`config.mk`:
```
export PLATFORM = sky130hd
export DESIGN_NAME = cache_mem_arbiter
export DESIGN_NICKNAME = d
export VERILOG_FILES = /design/src/rtl/cache_mem_arbiter.sv
export SDC_FILE = /design/constraint.sdc
export NUM_CORES = 1
export LEC_CHECK = 0
export CAP_MARGIN = 20
export CORE_AREA = 5 5 102 104
export DETAILED_ROUTE_END_ITERATION = 10
export DIE_AREA = 0 0 107 109
export PLACE_DENSITY = 0.73
export SLEW_MARGIN = 5
export SYNTH_ARGS = -nofsm -noshare
export SYNTH_HDL_FRONTEND = slang
export SYNTH_SLANG_ARGS = --single-unit
```
`constraint.sdc`:
```
create_clock -name CLK -period 2.4 [get_ports CLK]
set_input_delay 0.48 -clock CLK [delete_from_list [all_inputs] [get_ports CLK]]
set_output_delay 0.48 -clock CLK [all_outputs]
set_load 0.05 [all_outputs]
```
`src/rtl/cache_mem_arbiter.sv`:
```
// Single-port RAM arbiter between icache and dcache with data priority.
// Optional anti-starvation streak counter is enabled by defining CACHE_ARB_FAIR_EN.
module cache_mem_arbiter #(
    parameter int unsigned STARVE_LIMIT = 4
) (
    input  logic        CLK,
    input  logic        nRST,
    input  logic        iREN,
    input  logic [31:0] iaddr,
    output logic        iwait,
    output logic [31:0] iload,
    input  logic        dREN,
    input  logic        dWEN,
    input  logic [31:0] daddr,
    input  logic [31:0] dstore,
    output logic        dwait,
    output logic [31:0] dload,
    output logic        ramREN,
    output logic        ramWEN,
    output logic [31:0] ramaddr,
    output logic [31:0] ramstore,
    input  logic [31:0] ramload,
    input  logic [1:0]  ramstate,
    output logic        arb_err
);

    typedef enum logic [1:0] {
        IDLE = 2'b00,
        DGNT = 2'b01,
        IGNT = 2'b10
    } state_t;

    localparam logic [1:0] RAM_ACCESS = 2'b10;
    localparam logic [1:0] RAM_ERROR  = 2'b11;

    if (STARVE_LIMIT < 1 || STARVE_LIMIT > 15) begin : g_bad_limit
        $error("cache_mem_arbiter: STARVE_LIMIT must be within 1..15");
    end

    state_t state_q, state_d;
    logic   arb_err_q, arb_err_d;
    logic   d_req;
    logic   ram_done;
    logic   ram_err;

    assign d_req    = dREN | dWEN;
    assign ram_done = (ramstate == RAM_ACCESS) || (ramstate == RAM_ERROR);
    assign ram_err  = (ramstate == RAM_ERROR);
    assign arb_err  = arb_err_q;

`ifdef CACHE_ARB_FAIR_EN
    localparam logic [3:0] LIMIT = 4'(STARVE_LIMIT);

    logic [3:0] streak_q, streak_d;

    // Counts data grants that bypassed a pending instruction request.
    always_comb begin
        streak_d = streak_q;
        if (state_q == IDLE) begin
            if (!iREN || state_d == IGNT) begin
                streak_d = '0;
            end else if (state_d == DGNT && streak_q != LIMIT) begin
                streak_d = streak_q + 4'd1;
            end
        end
    end

    always_ff @(posedge CLK or negedge nRST) begin
        if (!nRST) begin
            streak_q <= '0;
        end else begin
            streak_q <= streak_d;
        end
    end
`endif

    always_comb begin
        state_d   = state_q;
        arb_err_d = arb_err_q;
        iwait     = 1'b1;
        dwait     = 1'b1;
        iload     = '0;
        dload     = '0;
        ramREN    = 1'b0;
        ramWEN    = 1'b0;
        ramaddr   = '0;
        ramstore  = '0;
        unique case (state_q)
            IDLE: begin
`ifdef CACHE_ARB_FAIR_EN
                if (iREN && streak_q == LIMIT) begin
                    state_d = IGNT;
                end else
`endif
                if (d_req) begin
                    state_d = DGNT;
                end else if (iREN) begin
                    state_d = IGNT;
                end
            end
            DGNT: begin
                dload = ramload;
                if (!d_req) begin
                    state_d = IDLE;
                end else begin
                    ramaddr = daddr;
                    if (dWEN) begin
                        ramWEN   = 1'b1;
                        ramstore = dstore;
                    end else begin
                        ramREN = 1'b1;
                    end
                    if (ram_done) begin
                        dwait     = 1'b0;
                        state_d   = IDLE;
                        arb_err_d = arb_err_q | ram_err;
                    end
                end
            end
            IGNT: begin
                iload = ramload;
                if (!iREN) begin
                    state_d = IDLE;
                end else begin
                    ramREN  = 1'b1;
                    ramaddr = iaddr;
                    if (ram_done) begin
                        iwait     = 1'b0;
                        state_d   = IDLE;
                        arb_err_d = arb_err_q | ram_err;
                    end
                end
            end
            default: state_d = IDLE;
        endcase
    end

    always_ff @(posedge CLK or negedge nRST) begin
        if (!nRST) begin
            state_q   <= IDLE;
            arb_err_q <= 1'b0;
        end else begin
            state_q   <= state_d;
            arb_err_q <= arb_err_d;
        end
    end

endmodule

```
* Yosys cells after proc, flatten, opt, wreduce, memory -nomap -nowiden
Cells that the tools add are included.
** Word-level totals
- Bits in registers :: 3
** Cells by class
- Equal/unequal tests :: 7
- Mux-type cells :: 30
- Bitwise logic cells :: 2
- Reductions and logical operators :: 4
** Operators with widths (number)
- 32-bit 2-to-1 mux :: 7
- 32-bit case mux with 2 select lines :: 1
- 1-bit 2-to-1 mux :: 14
- 2-bit 2-to-1 mux :: 5
- 2-bit equality test (second input constant) :: 3
- 2-bit case mux with 3 select lines :: 1
- 2-bit inequality test (second input constant) :: 2
- 1-bit case mux with 2 select lines :: 2
- 3-bit inequality test (second input constant) :: 1
- 3-bit AND reduction :: 1
- 2-bit by 1-bit equality test with 1-bit output (second input constant) :: 1
- 2-bit logical NOT :: 1
- 1-bit bitwise OR :: 2
- 2-bit nonzero test :: 1
- 1-bit logical OR :: 1

* Logic depth before layout (Yosys ltp)
- Depth in word-level cells :: 5
- Mapped depth :: 7
- Depth with buffers taken out :: 5

* Worst setup path after synthesis
OpenSTA, ideal clock, no wires.
- Path type :: register to output
- Start :: register state_q[0]
- End :: output port ramaddr[0]
- Stages on the path, launching flop included :: 8
- Path slack :: 0.004 ns
- Arrival time :: 1.916 ns
- Path through :: dfrtp_1 > inv_1 > ha_1 > and2_1 > buf_4 > buf_4 > a22oi_1 > nor2b_1
** On the way
- Longest elaborated chain between the ends :: 2
- Elaborated cells on any way between the ends :: 3
- Those cells by class :: eq/ne (2); mux (1)
** Ends and longest elaborated chain
- start: declaration :: line 40 : state_t state_q, state_d;
- start signal: assignment :: line 143 : state_q <= state_d;
- 2-bit equality test or 2-bit by 1-bit equality test with 1-bit output (tied branches) :: line 88 : unique case (state_q)
- 32-bit case mux with 2 select lines (*) :: line 88
- end: declaration :: line 20 : output logic [31:0] ramaddr,
Mark *: on every way between the ends. The rest lies on a longest branch, timed or not.

* Worst setup path after layout
- Start :: input port dREN
- End :: output port ramaddr[31]
** On the way
- Longest elaborated chain between the ends :: 3
** Ends and longest elaborated chain
- start: declaration :: line 12 : input logic dREN,
- 1-bit bitwise OR :: line 46 : assign d_req = dREN | dWEN;
- 32-bit 2-to-1 mux :: line 103 : if (!d_req) begin
- 32-bit case mux with 2 select lines :: line 88
Every way passes these cells.

==> PnR_summary.wiki <==
{| class="wikitable"
! Metric !! Value
|-
| Later-pin clock latency in the skew report || 0.21 ns
|-
| Most common cell after layout, fill and taps aside || sky130_fd_sc_hd__clkdlybuf4s50_1
|-
| Number of instances in the synthesized netlist || 216
|-
| Buffer and inverter count on the worst path || 3
|-
| Leakage dissipation || 2.334 nW
|-
| Remaining number of nets flagged by the antenna check after routing || 0
|-
| Peak per-stage delay on the critical path || 0.45 ns
|-
| Critical path fanouts, max || 15
|-
| Routed len/inst || 17.28 microns
|-
| CP startpoint kind || primary input
|-
| Top library cells by usage in the layout, fill and taps aside || sky130_fd_sc_hd__clkdlybuf4s50_1, sky130_fd_sc_hd__buf_12, sky130_fd_sc_hd__and2_1
|-
| Initial core utilization || 0.1511
|-
| Crit path required time || 1.92 ns
|-
| Count of fill cells added during filler insertion || 752
|-
| Register share of total power || 0.017
|-
| CP arrival || 1.85 ns
|-
| Net Sw Power || ~2.4 mW
|-
| CTS tree || done
|-
| Portion of total power attributed to combinational logic || 0.952
|-
| Net count, final || 616
|-
| Design Area, Final || 5657 sq um
|-
| First-pass GRT wire length || ~15 mm
|-
| P&R area growth vs syn || 295.9%
|-
| Crit path depth || 6
|-
| Grt total ovfl || 0
|-
| Final Max Tran Viols || 0
|-
| Slowest cell on the critical path || sky130_fd_sc_hd__clkdlybuf4s50_1
|-
| Area of the mapped netlist || 1429 sq um
|-
| Total global-route track usage || 0.1631
|-
| Final setup violation count || 0
|-
| Sum Neg Setup Slack || 0 ns
|-
| Number of endpoints with negative hold slack in the final report || 0
|-
| Total power consumption of the routed design || 4.734 mW
|-
| Largest net degree at the start of global routing || 67
|-
| Area taken by flip-flops and latches || ~75 sq um
|-
| Root Driver || sky130_fd_sc_hd__clkbuf_8
|-
| Count of input and output buffers || 267
|-
| Skew final || between 0.002 and 0.003 ns
|-
| WS Path Type || primary input to output pin
|-
| Die ar. || 11660 sq um
|-
| Detailed Route WL || 10.19 mm
|-
| Avg Cell Area, Syn || 6.615 sq um
|-
| Detailed-router iteration count before antenna repair || 4
|-
| Seq cells post-synth || 3
|-
| Number of cells on the worst reg-to-reg path || 7
|-
| Slew at the pin closest to its max-slew limit || ~0.55 ns
|-
| Share of the yosys chip area belonging to registers || 0.05254
|-
| Unrepaired setup endpoints after global routing || false
|-
| CTS HTree Levels || 1
|-
| Footprint of the multi-input gates || 1247 sq um
|-
| Sw frac || 0.5091
|-
| Number of antenna cells inserted || 0
|-
| CTS sink cnt || 3
|-
| Inserted Clock Buffers || 3
|-
| Clock Pin Slew Worst Setup and Hold Paths || 0.03 ns
|-
| Standard-cell row count || 36
|-
| Global placer's final weighted congestion || 0.7599
|-
| Sequence of cells on the critical path || clkdlybuf4s50_1 > o21a_2 > clkbuf_16 > a22oi_1 > nor2b_2 > buf_12
|-
| Clock network fraction of design power || 0.031
|-
| Worst hold-check path type || primary input to asynchronous set/reset pin
|-
| Period utilisation layout || 0.9714
|-
| Net Count, Synth || 355
|-
| Die Width || 107 microns
|-
| Final worst-path setup slack || 0.06872 ns
|-
| DRC violation total after the first TritonRoute iteration || 96
|-
| Relative slew margins || 0.6352
|-
| Maxcap violations || 0
|-
| Antenna violations before repair || 1
|-
| Longest Clk Path Bufs || 2
|-
| Internal Pwr Total || 2.324 mW
|-
| HPWL reported at the end of detailed placement || 8.807 mm
|-
| Cell family with most CP delay || buffers and inverters
|-
| Period minus WS final || 2.331 ns
|-
| Highest clock frequency the design can meet || about 0.43 GHz
|-
| Total number of yosys warnings || 0
|-
| Total core area || 9459 sq um
|-
| Residual DRC count || 0
|-
| Maximum ir drop on the vdd rail || 0.0005629 V
|-
| Status || completed
|-
| Hold buffer count at cts || 0
|-
| Via count of the first global-routing pass || 2795
|-
| Min Hold Slack || 0.4524 ns
|-
| Power Dens Cells || 836.9 nW/um^2
|-
| Count of distinct cell types in the synthesized netlist || 22
|-
| Setup crit end kind || output pin
|-
| Worst Setup Slack post-DPL || -0.02864 ns
|-
| Overall die height || 109 microns
|-
| Count of vias placed by the detailed router || 2575
|-
| Mean number of vias per cell || between 4 and 5
|-
| Placement-stage cell area || 5519 sq um
|-
| Proportion of layout cells with a drive suffix above 1 || 0.3487
|-
| Top-level I/O count || 268
|}
worst paths after layout:
path	start	end	slack, ns
worst min register to register	arb_err	arb_err	0.48
worst max register to register	state_q[0]	state_q[0]	0.67
min in group CLK	arb_err	arb_err	0.48
worst min-delay path	nRST	state_q[0]	0.45
max in group asynchronous	nRST	state_q[1]	1.80
worst max-delay path	dREN	ramaddr[31]	0.07
worst register-to-register path, stage by stage, from the launching register on:
cell and delay [ns]:
sky130_fd_sc_hd__dfrtp_1 0.40, sky130_fd_sc_hd__inv_1 0.09, sky130_fd_sc_hd__ha_1 0.22, sky130_fd_sc_hd__and2_4 0.17
sky130_fd_sc_hd__buf_6 0.15, sky130_fd_sc_hd__buf_4 0.15, sky130_fd_sc_hd__o21a_1 0.20, sky130_fd_sc_hd__a22o_1 0.23
what timing repair did:
item / 4_1_cts / 5_1_grt
pin swaps: 1 / 0
resized for setup: 2 / 18
endpoints found under the hold margin: 0 / 0
buffers inserted: 1 / 1
endpoints found under the setup margin: 11 / 29
gates cloned: 0 / 1
flip-flops by register name, indices dropped and copies added (netlist names):
signal,cells
arb_err,1
state_q,2
Yosys cell counts, drive strengths merged:
cell type   n  area share
inv         5       0.013
and3       32        0.14
clkbuf     15       0.039
nand2       2      0.0053
o21ai       1      0.0035
a32o        1      0.0070
o21a        2       0.011
nor2b      33        0.14
a21oi       2      0.0070
or4b        1      0.0070
nor2        4       0.011
o211ai      1      0.0053
o21bai      1      0.0053
a31oi       1      0.0044
ha          4       0.035
buf        10       0.051
a22o        1      0.0061
and2       65        0.28
dfrtp       3       0.053
a22oi      32        0.17
routing by layer:
layer  up-vias  track usage  wire length (microns)
met5         -            0                      7
met4         2      0.01735                     43
met3         4      0.06690                   1035
met2       139       0.3264                   5729
met1      1172       0.1615                   3378
li1       1258            -                      -
cell families (layout without fill, tap and decap cells):
logic type                 Yosys count  after routing  share of synthesized area
and+or+nand+nor                    137            137                     0.5919
AOI/OAI and AO/OA                   42             42                     0.2172
buffers and inverters               30            290                     0.1033
adders and majority gates            4              4                    0.03503
DFF                                  3              3                    0.05254
power groups by stage:
stage               clock [mW]  sequential [mW]  combinational (mW)
global route             0.153           0.0815                4.69
detailed placement           0           0.0802                4.45
CTS                      0.151           0.0795                4.47
global placement             0           0.0782                4.40
finish                   0.145           0.0797                4.51
floorplan                    0           0.0842                2.17
metrics by stage:
stage	std cells	util
2_1_floorplan	216	-
3_3_place_gp	583	0.5835
3_5_place_dp	583	0.5835
4_1_cts	588	0.5896
5_1_grt	590	0.5980
6_report	590	0.5980
layout make-up:
| class | instances | area share |
|---|---|---|
| inverter | 5 | 0.003318 |
| multi-input combinational | 183 | 0.2205 |
| tap | 114 | 0.02522 |
| sequential | 3 | 0.01327 |
| timing repair buffer | 281 | 0.7297 |
| clock buffer | 4 | 0.007963 |
(Power assumes the default switching activity.)
